### src/rtl/stream_mux_arb_if.sv
// Stream bundle for stream_mux_arb: M input channels in, one registered stream out.
// The master modport is the multiplexer side; the slave modport is the environment
// that drives the input channels and consumes the output stream.
interface stream_mux_arb_if #(
    parameter int N = 16,
    parameter int M = 4
);
    localparam int SELW = $clog2(M);

    logic [M*N-1:0]  in_data;
    logic [M-1:0]    in_valid;
    logic [M-1:0]    in_last;
    logic [M-1:0]    in_ready;
    logic [N-1:0]    out_data;
    logic            out_valid;
    logic            out_last;
    logic [SELW-1:0] out_sel;
    logic            out_ready;

    modport master (
        input  in_data, in_valid, in_last, out_ready,
        output in_ready, out_data, out_valid, out_last, out_sel
    );

    modport slave (
        output in_data, in_valid, in_last, out_ready,
        input  in_ready, out_data, out_valid, out_last, out_sel
    );
endinterface

### src/rtl/stream_mux_arb.sv
// Registered M-channel stream multiplexer with a built-in packet-locked arbiter.
// MODE=0 arbitrates round-robin from a rotating pointer, MODE=1 picks the lowest
// valid index. Once a multi-beat packet starts, its channel owns the output until
// the in_last beat is accepted.
module stream_mux_arb #(
    parameter int N    = 16,
    parameter int M    = 4,
    parameter int MODE = 0
) (
    input  logic              clk,
    input  logic              rst_n,
    stream_mux_arb_if.master  bus
);
    localparam int SELW = $clog2(M);

    typedef enum logic {IDLE, BUSY} state_t;

    state_t          state;
    logic [SELW-1:0] ptr;
    logic [SELW-1:0] cur;
    logic [SELW-1:0] grant;
    logic            grant_vld;
    logic            load;
    logic            accept;
    logic            accept_last;
    logic [SELW-1:0] next_ptr;

    // Channel index base+off folded back into 0..M-1 (off < M, so one subtraction suffices).
    function automatic logic [SELW-1:0] wrap_idx(input logic [SELW-1:0] base, input int off);
        int s;
        s = int'(base) + off;
        if (s >= M) s = s - M;
        return SELW'(s);
    endfunction

    // Output register can take a new beat when empty or being drained this cycle.
    assign load = ~bus.out_valid | bus.out_ready;

    // Grant selection: locked channel while a packet is open, otherwise arbitrate.
    always_comb begin
        // NOTE: every always_comb output gets a default first so no path leaves it unassigned (no latch).
        grant     = '0;
        grant_vld = 1'b0;
        if (state == BUSY) begin
            grant     = cur;
            grant_vld = 1'b1;
        end else if (MODE == 1) begin
            // Scan downward so the lowest valid index is the last (winning) assignment.
            for (int i = M - 1; i >= 0; i--) begin
                if (bus.in_valid[i]) begin
                    grant     = SELW'(i);
                    grant_vld = 1'b1;
                end
            end
        end else begin
            // Same trick relative to ptr: the first valid at/after ptr wins.
            for (int k = M - 1; k >= 0; k--) begin
                if (bus.in_valid[wrap_idx(ptr, k)]) begin
                    grant     = wrap_idx(ptr, k);
                    grant_vld = 1'b1;
                end
            end
        end
    end

    // One-hot ready to the granted channel only; forced low while reset is asserted.
    always_comb begin
        bus.in_ready = '0;
        if (rst_n && load && grant_vld) bus.in_ready[grant] = 1'b1;
    end

    assign accept      = grant_vld & load & bus.in_valid[grant];
    assign accept_last = bus.in_last[grant];
    assign next_ptr    = wrap_idx(grant, 1);

    // Arbiter FSM and registered output stage, updated together on each accepted beat.
    always_ff @(posedge clk or negedge rst_n) begin
        if (!rst_n) begin
            state         <= IDLE;
            ptr           <= '0;
            cur           <= '0;
            bus.out_valid <= 1'b0;
            bus.out_last  <= 1'b0;
            bus.out_data  <= '0;
            bus.out_sel   <= '0;
        end else if (load) begin
            // NOTE: sequential state uses <= so every register samples pre-edge values.
            bus.out_valid <= accept;
            if (accept) begin
                bus.out_data <= bus.in_data[int'(grant)*N +: N];
                bus.out_sel  <= grant;
                bus.out_last <= accept_last;
                if (accept_last) begin
                    state <= IDLE;
                    ptr   <= next_ptr;
                end else begin
                    state <= BUSY;
                    cur   <= grant;
                end
            end
        end
    end
endmodule

### src/flat_wrapper.sv
// flat-port wrapper written by rule: the top's interface ports become plain ports
module stream_mux_arb_flat 
#(
    parameter int N    = 16,
    parameter int M    = 4,
    parameter int MODE = 0
)
  (clk, rst_n, bus_in_data, bus_in_valid, bus_in_last, bus_out_ready, bus_in_ready, bus_out_data, bus_out_valid, bus_out_last, bus_out_sel);
  stream_mux_arb_if #(.N(N), .M(M)) bus_i ();
  input  logic clk;
  input  logic rst_n;
  input wire logic [$bits(bus_i.in_data)-1:0] bus_in_data;
  input wire logic [$bits(bus_i.in_valid)-1:0] bus_in_valid;
  input wire logic [$bits(bus_i.in_last)-1:0] bus_in_last;
  input wire logic [$bits(bus_i.out_ready)-1:0] bus_out_ready;
  output wire logic [$bits(bus_i.in_ready)-1:0] bus_in_ready;
  output wire logic [$bits(bus_i.out_data)-1:0] bus_out_data;
  output wire logic [$bits(bus_i.out_valid)-1:0] bus_out_valid;
  output wire logic [$bits(bus_i.out_last)-1:0] bus_out_last;
  output wire logic [$bits(bus_i.out_sel)-1:0] bus_out_sel;
  assign bus_i.in_data = bus_in_data;
  assign bus_i.in_valid = bus_in_valid;
  assign bus_i.in_last = bus_in_last;
  assign bus_i.out_ready = bus_out_ready;
  assign bus_in_ready = bus_i.in_ready;
  assign bus_out_data = bus_i.out_data;
  assign bus_out_valid = bus_i.out_valid;
  assign bus_out_last = bus_i.out_last;
  assign bus_out_sel = bus_i.out_sel;
  stream_mux_arb #(.N(N), .M(M), .MODE(MODE)) u_core (.clk(clk), .rst_n(rst_n), .bus(bus_i));
endmodule
### config.mk
export PLATFORM = sky130hd
export DESIGN_NAME = stream_mux_arb_flat
export DESIGN_NICKNAME = d
export VERILOG_FILES = /design/src/rtl/stream_mux_arb_if.sv /design/src/rtl/stream_mux_arb.sv /design/src/flat_wrapper.sv
export SDC_FILE = /design/constraint.sdc
export NUM_CORES = 1
export LEC_CHECK = 0
export CAP_MARGIN = 5
export CORE_MARGIN = 5
export CORE_UTILIZATION = 41
export CTS_CLUSTER_DIAMETER = 150
export CTS_CLUSTER_SIZE = 20
export DETAILED_ROUTE_END_ITERATION = 7
export PLACE_DENSITY = 0.82
export SYNTH_ARGS = -nofsm -noshare
export SYNTH_HDL_FRONTEND = slang
export SYNTH_SLANG_ARGS = --single-unit
### constraint.sdc
create_clock -name clk -period 3.9 [get_ports clk]
set_clock_uncertainty 0.2 [all_clocks]
set_input_delay 0.975 -clock clk [delete_from_list [all_inputs] [get_ports clk]]
set_output_delay 0.975 -clock clk [all_outputs]
set_load 0.03 [all_outputs]
==> flow_metrics.tcl, run 1 <==
set metrics [dict create \
    design.core.area_um2 4720 \
    outcome "finished, final reports clean" \
    drive_above_1_share_pct 26.7 \
    synth.cell_area_um2 1990 \
    synth_most_common_cell "mux2i_1" \
    cts.htree.levels 1 \
    avgSynthCellArea_um2 10.4 \
    synth-edff-count 0 \
    final_net_count 380 \
    yosysTopAreaCellShare_pct 31.5 \
    relSlewSlack_pct 61.6 \
    clock_period_minus_final_worst_setup_slack_ns 3.74 \
    pwr_density_cell_nw_per_um2 817 \
    max_clock_freq_mhz 267 \
    most_used_flip_flop_cell_after_synthesis "dfrtp_1" \
    cts_num_sinks 25 \
    dpl.hpwl_mm 4.17 \
    cp_data_required_time_ns 2.72 \
    ys_warn_count 0 \
    synth.cells.most_frequent "33 x mux2i_1, 25 x dfrtp_1, 16 x mux2_2, 15 x o21ai_2, 11 x nand2_1" \
    floorplan.initialDensity_pct 42.1 \
    vdd_drop_max_uv 397 \
    remaining_drc_errors 0 \
    ys_async_sr_fraction_pct 100 \
    crit_path_start "bus_in_valid[3]" \
    worstRegToRegCells 10 \
    p_total_mw 2.57 \
    rsz0062_at_grt "false" \
    max-clock-path-buffers 2 \
    maxCapViolCount 0 \
    tritoncts "done" \
    dr.pass1.iters 4 \
    finalWeightedCongestion 0.855 \
    area_growth_syn_to_fin_pct 58.4 \
    tns_ns 0 \
    timing_hold_violations_final 0 \
    r2r_end "u_core.ptr[0]" \
    r2r-start "u_core.ptr[1]" \
    report.final.slew_viol_count 0 \
    clock-root-buffer "clkbuf_8" \
    regToRegSetupSlack_ns 1.18 \
    drt_wl_total_mm 5.08 \
    worst_setup_path_endpoint "bus_in_ready[0]" \
    core.rowCount 25 \
    pre_cts_ws_ns -0.537 \
    floorplan.die_area_um2 6340 \
    grt-ovfl-total 0 \
    io_buffers 98 \
    critPathCaptureType "primary output" \
    die_height_um 79.6 \
    routedWlPerCell_um 13.8 \
    grt_pass1_vias 1891 \
    post_cts_buffers 0 \
    ios 99 \
    layout_worst_path_cycle_share_pct 95.9 \
    num_antenna_cells 0 \
    path_class "input port to primary output" \
    worstSetupStartpointType "input port" \
    synthesis.nets 271 \
    drt-vias-per-instance 5.00 \
    worstSkewPairLatency_ns 0.26 \
    synth_area_leaders "dfrtp_1 31%, mux2i_1 17%, mux2_2 9.1%" \
    finalSetupViolations 0 \
    vias 1835 \
    yosysUniqueCellTypes 44 \
    die_width_um 79.6 \
    grt_max_degree 36 \
    synthDominantAreaCellType "dfrtp_1" \
    tritoncts.num_buffers 3 \
    holdCritPathClass "flip-flop to flip-flop" \
    setup_slack_ns 0.159 \
    worstPathArrival_ns 2.57 \
    clkTransAtPathRegs_ns 0.08 \
    grt_first_pass_wirelength_mm 8.63 \
    sequential_fraction_of_the_synthesis_area_pct 31.5 \
    drt_first_iter_violations 30 \
    global_route.usage.total_pct 17.0 \
    worst-path-max-fanout 6 \
    leakagePower_nw 1.38 \
    ant_nets 0 \
    worst_slew_pin_slew_ns 0.576 \
    synth_cells 192 \
    antenna_found_initial 0 \
    yosys_register_bits 25 \
]
## power by group
| part | switching [mW] | internal [mW] | total, mW |
|---|---|---|---|
| clock | 0.0774 | 0.0713 | 0.149 |
| combinational | 1.02 | 0.916 | 1.93 |
| sequential | 0.0989 | 0.396 | 0.495 |
| total | 1.19 | 1.38 | 2.57 |
## through the flow
stage | hold WS [ns] | area, um^2 | util, % | cells
after global placement | 0.260 | 3100 | 65.6 | 363
after detailed placement | 0.265 | 3100 | 65.6 | 363
after CTS | 0.285 | 3150 | 66.8 | 367
after global routing | 0.312 | 3150 | 66.7 | 367
after floorplan | 0.248 | 1990 | - | 192
final | 0.280 | 3150 | 66.7 | 367
## layout make-up
| type | instances | area, um^2 |
|---|---|---|
| clock inverter | 1 | 5.00 |
| fill | 410 | 1570 |
| tap | 67 | 83.8 |
| timing repair buffer | 117 | 1130 |
| sequential | 25 | 626 |
| multi-input combinational | 145 | 1230 |
| clock buffer | 3 | 41.3 |
| inverter | 9 | 36.3 |
## layer usage
metal | track usage [%] | up-vias | wire length, um | part of all wire (%)
met4 | 4.30 | 0 | 73 | 1.4
met2 | 30.3 | 61 | 2570 | 50
met1 | 19.3 | 858 | 1960 | 39
li1 | - | 908 | - | -
met3 | 5.76 | 8 | 478 | 9.4
met5 | 0 | - | 0 | 0
## cell usage in the layout, fill, tap and decap left out, drive strengths merged, types with 5 or more instances in the layout
| cell | netlist | final |
|---|---|---|
| clkdlybuf4s50 | 0 | 90 |
| mux2i | 33 | 33 |
| dfrtp | 25 | 25 |
| buf | 11 | 23 |
| o21ai | 21 | 21 |
| nand2 | 21 | 21 |
| mux2 | 19 | 19 |
| inv | 9 | 9 |
| nor2 | 8 | 8 |
| a21oi | 5 | 5 |
## registers in the layout, summed over array words and instances, names as in the netlist
name	cells
u_core.cur	2
u_core.ptr	2
u_core.bus.out_last	1
u_core.bus.out_valid	1
u_core.bus.out_data	16
u_core.bus.out_sel	2
u_core.state	1
## critical path, stage by stage
cell and delay, ns:
dlygate4sd2_1 0.28, nor3b_2 0.17, a211oi_2 0.28, o221ai_4 0.13
nand2_2 0.10, buf_4 0.16, ha_1 0.16, inv_1 0.04
nor2_1 0.09, buf_4 0.16
## what timing repair did
action | CTS | global route
setup endpoints to repair | 4 | 4
hold buffers | 0 | 0
gates resized for setup | 15 | 2
pin swaps | 2 | 0
## logic make-up (layout without fill, tap and decap cells)
logic type	after synthesis	after routing	synth area share, %
compound gates	42	42	18.3
fa+ha+maj	4	4	2.52
buf+inv	22	130	7.61
flops	25	25	31.5
mux	52	52	27.6
simple gates	47	47	12.6
## worst min-delay path by stage
stage / start / endpoint / cells after the start
2_1_floorplan: u_core.cur[0] / u_core.cur[0] / 1
3_3_place_gp: u_core.bus.out_data[5] / u_core.bus.out_data[5] / 2
3_5_place_dp: u_core.bus.out_data[5] / u_core.bus.out_data[5] / 2
4_1_cts: u_core.bus.out_data[5] / u_core.bus.out_data[5] / 2
5_1_grt: u_core.bus.out_data[0] / u_core.bus.out_data[0] / 2
6_report: u_core.bus.out_data[5] / u_core.bus.out_data[5] / 2
Power figures use the tool's default switching activity.
==> run 2: changes to the inputs <==
--- a/config.mk
+++ b/config.mk
@@ -12,6 +12,8 @@
 export CTS_CLUSTER_SIZE = 20
 export DETAILED_ROUTE_END_ITERATION = 7
 export PLACE_DENSITY = 0.82
+export SETUP_SLACK_MARGIN = 0.2
 export SYNTH_ARGS = -nofsm -noshare
 export SYNTH_HDL_FRONTEND = slang
 export SYNTH_SLANG_ARGS = --single-unit
+export TNS_END_PERCENT = 5
==> run 2 against run 1 <==
Count of clock-buffer cells in the layout unchanged. Flip-flop and latch count unchanged. Wire length up 1.9%. Sequential share of layout area down 0.33 points. Worst setup slack better by 0.14 ns. Global-route usage down 0.47 points. Power up 2.8%. Combinational power up 4%. Fmax up 3.9%.
==> flow_metrics.tcl, run 2 (synthesis results as in run 1) <==
set metrics [dict create \
    outcome "finished, final reports clean" \
    worstSkewPairLatency_ns 0.27 \
    worstHoldEndpoint "u_core.bus.out_data[3]" \
    leakagePower_nw 1.40 \
    placed_area_um2 3090 \
    final_net_count 384 \
    global_route.usage.total_pct 16.5 \
    cp_data_required_time_ns 2.72 \
    finalSetupViolations 0 \
    design.core.area_um2 4720 \
    drt_first_iter_violations 53 \
    regToRegSetupSlack_ns 1.02 \
    grt_pass1_vias 1828 \
    vdd_drop_max_uv 369 \
    cts.htree.levels 1 \
    r2r-start "u_core.state" \
    finalWeightedCongestion 0.875 \
    cpPeakStageDelay_ns 0.26 \
    layout_commonest_cell "clkdlybuf4s50_1" \
    worst-path-max-fanout 6 \
    drt_wl_total_mm 5.18 \
    ios 99 \
    critical_path_buf_inv_count 5 \
    area_growth_syn_to_fin_pct 61.0 \
    timing_hold_violations_final 0 \
    holdCritPathClass "flip-flop to flip-flop" \
    largest_register_ffs 16 \
    vias 1802 \
    number_of_fill_cells 384 \
    ant_nets 0 \
    io_buffers 98 \
    cts_hold_buffers 0 \
    worstPathArrival_ns 2.42 \
    clkTransAtPathRegs_ns 0.09 \
    max_clock_freq_mhz 278 \
    floorplan.die_area_um2 6340 \
    r2r_end "u_core.ptr[0]" \
    path_class "input port to primary output" \
    clock-root-buffer "clkbuf_8" \
    tritoncts "done" \
    layout_worst_path_cycle_share_pct 92.3 \
    fin_hold_ws_ns 0.285 \
    relSlewSlack_pct 74.7 \
    tritoncts.num_buffers 3 \
    pre_cts_ws_ns -0.0440 \
    worst_hold_path.num_cells 2 \
    report.final.slew_viol_count 0 \
    setup_slack_ns 0.301 \
    hp-start "u_core.bus.out_data[3]" \
    maxCapViolCount 0 \
    dpl.hpwl_mm 4.29 \
    die_width_um 79.6 \
    crit_chain "dlygate4sd2_1 -> buf_4 -> a21oi_1 -> o221ai_4 -> nand2_4 -> inv_4 -> ha_1 -> inv_1 -> nor2_2 -> buf_6" \
    routedWlPerCell_um 14.0 \
    worstRegToRegCells 9 \
    max-clock-path-buffers 2 \
    floorplan.initialDensity_pct 42.1 \
    critPathCaptureType "primary output" \
    stdcell_area_um2 3200 \
    pwr_density_cell_nw_per_um2 827 \
    drive_above_1_share_pct 29.6 \
    core.rowCount 25 \
    dr.pass1.iters 4 \
    antenna_found_initial 0 \
    worstSetupStartpointType "input port" \
    grt_first_pass_wirelength_mm 8.38 \
    drt-vias-per-instance 4.86 \
    remaining_drc_errors 0 \
    most-common-layout-cells "90 x clkdlybuf4s50_1, 33 x mux2i_1, 25 x dfrtp_1" \
    timing.critical_path.slowest_stage_cell "dlygate4sd2_1" \
    clock_period_minus_final_worst_setup_slack_ns 3.60 \
    reg_with_most_ffs "u_core.bus.out_data" \
    path_delay_family "buffers and inverters" \
    die_height_um 79.6 \
    grt-ovfl-total 0 \
    final_util_pct 67.8 \
    tns_ns 0 \
    rsz0062_at_grt "false" \
    num_antenna_cells 0 \
    worst_slew_pin_slew_ns 0.376 \
    cts_num_sinks 25 \
    grt_max_degree 26 \
]
## run 2: worst max path at each step
| stage | slack (ns) | start | endpoint | depth (start not counted) |
|---|---|---|---|---|
| detailed placement | -0.04 | bus_in_valid[2] | bus_in_ready[3] | 10 |
| global route | 0.21 | bus_in_valid[3] | bus_in_ready[1] | 10 |
| CTS | 0.22 | bus_in_valid[2] | bus_in_ready[3] | 10 |
| global placement | -0.008 | bus_in_valid[2] | bus_in_ready[3] | 10 |
| finish | 0.30 | bus_in_valid[3] | bus_in_ready[1] | 10 |
| floorplan | 0.10 | bus_in_valid[0] | bus_in_ready[2] | 9 |
## run 2: timing repair
item	in CTS	in global routing
endpoints found under the setup margin	4	4
buffers inserted	5	0
endpoints found under the hold margin	0	0
pin swaps	4	2
gates resized for setup	15	6
## run 2: stage by stage
stage | std cells | total power, mW
after floorplan | 192 | 1.92
final | 371 | 2.65
after detailed placement | 362 | 2.47
after global routing | 371 | 2.84
after global placement | 362 | 2.43
after CTS | 371 | 2.67
## run 2: layout make-up
class | count | area [um^2] | area share [%]
sequential | 25 | 626 | 19.5
multi-input combinational | 145 | 1250 | 39.1
clock buffer | 3 | 41.3 | 1.29
inverter | 9 | 36.3 | 1.13
clock inverter | 1 | 5.00 | 0.156
timing repair buffer | 121 | 1160 | 36.2
tap | 67 | 83.8 | 2.62
## run 2: report_power, final
group | internal, mW | switching, mW
logic | 0.958 | 1.04
clock network | 0.0714 | 0.0819
registers | 0.396 | 0.101
## run 2: worst min-delay path, cell delays in order (launching register included)
cell,delay [ns]
dfrtp_1,0.36
nand2_2,0.05
o21ai_2,0.04
## run 2: layer usage
| layer | routed length [um] | global-route usage [%] |
|---|---|---|
| met1 | 1990 | 18.2 |
| met2 | 2750 | 30.9 |
| met3 | 385 | 4.40 |
| met4 | 45 | 4.47 |
| met5 | 0 | 0 |
==> run 3: changes to the inputs <==
--- a/config.mk
+++ b/config.mk
@@ -7,12 +7,11 @@
 export LEC_CHECK = 0
 export CAP_MARGIN = 5
 export CORE_MARGIN = 5
-export CORE_UTILIZATION = 41
+export CORE_UTILIZATION = 44
 export CTS_CLUSTER_DIAMETER = 150
 export CTS_CLUSTER_SIZE = 20
 export DETAILED_ROUTE_END_ITERATION = 7
-export PLACE_DENSITY = 0.82
-export SETUP_SLACK_MARGIN = 0.2
+export PLACE_DENSITY = 0.87
 export SYNTH_ARGS = -nofsm -noshare
 export SYNTH_HDL_FRONTEND = slang
 export SYNTH_SLANG_ARGS = --single-unit
==> constraint.sdc (replaced) <==
create_clock -name clk -period 4.3 [get_ports clk]
set_clock_uncertainty 0.2 [all_clocks]
set_input_delay 1.075 -clock clk [delete_from_list [all_inputs] [get_ports clk]]
set_output_delay 1.075 -clock clk [all_outputs]
set_load 0.03 [all_outputs]
==> run 3 against run 2 <==
Power shrank 9.6%. Sequential share of layout area grew 0.27 points. Register-to-register slack gained 0.45 ns. Sequential power shrank 9.5%. First-iteration DRC count grew 100%. Global-route usage grew 1.6 points. Die area shrank 6.0%. Utilization grew 4.2 points. Clock power shrank 9.8%. Hold slack lost 0.0023 ns. Design area shrank 1.4%. Non-clock buffer count shrank 3. Largest cell class unchanged.
==> flow_metrics.tcl, run 3 (synthesis results as in run 1) <==
set metrics [dict create \
    leakagePower_nw 1.40 \
    drive_above_1_share_pct 25.9 \
    ios 99 \
    relSlewSlack_pct 61.0 \
    critical_path.most_common_cell "buf_4" \
    timing_hold_violations_final 0 \
    rsz0062_at_grt "false" \
    worstSetupStartpointType "input port" \
    cts.htree.levels 1 \
    dpl.hpwl_mm 4.24 \
    dr.pass1.iters 4 \
    maxCapViolCount 0 \
    cpPeakStageDelay_ns 0.51 \
    reg_with_most_ffs "u_core.bus.out_data" \
    die_height_um 77.2 \
    remaining_drc_errors 0 \
    floorplan.die_area_um2 5960 \
    report.final.slew_viol_count 0 \
    global_route.usage.total_pct 18.2 \
    ant_nets 0 \
    cts_hold_buffers 0 \
    drt-vias-per-instance 5.18 \
    final_net_count 381 \
    grt_max_degree 36 \
    cp_data_required_time_ns 3.02 \
    routedWlPerCell_um 15.4 \
    final_cell_count_no_fill 353 \
    layout_commonest_cell "clkdlybuf4s50_1" \
    core.rowCount 24 \
    grt_pass1_vias 1966 \
    floorplan.initialDensity_pct 45.3 \
    critPathCaptureType "primary output" \
    crit_path_start "bus_in_valid[1]" \
    number_of_fill_cells 357 \
    finalSetupViolations 0 \
    die_width_um 77.2 \
    path_depth 11 \
    tns_ns 0 \
    tritoncts "done" \
    holdCritPathClass "flip-flop to flip-flop" \
    grt_use_met2_pct 33.4 \
    clock-root-buffer "clkbuf_8" \
    cts_num_sinks 25 \
    grt-ovfl-total 0 \
    worst-path-max-fanout 3 \
    design.core.area_um2 4380 \
    drt_first_iter_violations 107 \
    regToRegSetupSlack_ns 1.47 \
    grt.met3_usage_pct 5.62 \
    timing.critical_path.slowest_stage_cell "clkdlybuf4s50_1" \
    num_antenna_cells 0 \
    pwr_density_cell_nw_per_um2 757 \
    setup_slack_ns 0.161 \
    io_buffers 98 \
    r2r-start "u_core.ptr[1]" \
    largest_register_ffs 16 \
    worstRegToRegCells 10 \
    vias 1830 \
    most-common-layout-cells "92 x clkdlybuf4s50_1, 33 x mux2i_1, 25 x dfrtp_1" \
    critical_path_buf_inv_count 5 \
    finalWeightedCongestion 0.907 \
    final_util_pct 72.0 \
    vdd_drop_max_uv 351 \
    worstPathArrival_ns 2.86 \
    worst_setup_path_endpoint "bus_in_ready[3]" \
    multi_input_area_um2 1230 \
    drt_wl_total_mm 5.44 \
    worst_slew_pin_slew_ns 0.585 \
    antenna_found_initial 0 \
    cell_total_after_placement 347 \
    regArea_um2 626 \
    path_delay_family "buffers and inverters" \
    r2r_end "u_core.ptr[0]" \
    worstSkewPairLatency_ns 0.26 \
    fin_hold_ws_ns 0.283 \
    max-clock-path-buffers 2 \
    pre_cts_ws_ns -0.232 \
    grt_most_used_layer "met2" \
    tritoncts.num_buffers 3 \
    grt_first_pass_wirelength_mm 9.03 \
    grt_util_met1_pct 20.5 \
    clock_period_minus_final_worst_setup_slack_ns 4.14 \
    path_class "input port to primary output" \
    crit_chain "clkdlybuf4s50_1 -> a21boi_0 -> a211oi_2 -> o221ai_4 -> nand2_2 -> inv_4 -> buf_4 -> ha_1 -> inv_1 -> nor2_1 -> buf_4" \
    max_clock_freq_mhz 242 \
    outcome "finished, final reports clean" \
    clkTransAtPathRegs_ns 0.09 \
    area_growth_syn_to_fin_pct 58.8 \
    layout_worst_path_cycle_share_pct 96.3 \
]
run 3: through the flow:
stage | cell area, um^2 | total power, mW
after floorplan | 1990 | 1.74
after global placement | 3060 | 2.15
after detailed placement | 3060 | 2.19
after CTS | 3110 | 2.35
after global routing | 3160 | 2.57
final | 3160 | 2.39
run 3: final cells by class:
cell class	instances	area share, %
multi-input cells	145	39.0
clock buffers	4	1.43
repair buffers	118	36.5
flip-flops and latches	25	19.8
inverters	9	1.15
well taps	52	2.06
run 3: worst min path at each step:
stage / endpoint / cells past startpoint / start / slack (ns)
floorplan: u_core.cur[0] / 1 / u_core.cur[0] / 0.25
finish: u_core.bus.out_data[10] / 2 / u_core.bus.out_data[10] / 0.28
CTS: u_core.bus.out_data[10] / 2 / u_core.bus.out_data[10] / 0.29
detailed placement: u_core.bus.out_data[10] / 2 / u_core.bus.out_data[10] / 0.27
global route: u_core.bus.out_data[3] / 2 / u_core.bus.out_data[3] / 0.32
global placement: u_core.cur[0] / 1 / u_core.cur[0] / 0.26
run 3: metal layers:
layer  vias to the layer above  routed length, um
li1                        910                  -
met1                       844               2090
met2                        68               2800
met3                         8                483
met4                         0                 66
met5                         -                  0
run 3: worst min-delay path, stage by stage (launching register included):
cell,delay (ns)
dfrtp_1,0.35
nand2_1,0.06
o21ai_2,0.05
run 3: repair_timing:
action / 4_1_cts / 5_1_grt
pin swaps: 0 / 2
endpoints found under the hold margin: 0 / 0
buffers inserted: 0 / 1
gates cloned: 0 / 1
gates resized for setup: 5 / 7
endpoints found under the setup margin: 3 / 4
run 3: report_power, final:
group / total (mW) / switching [mW] / internal, mW
sequential: 0.450 / 0.0914 / 0.359
combinational: 1.80 / 0.952 / 0.852
clock: 0.138 / 0.0717 / 0.0661
total: 2.39 / 1.12 / 1.28
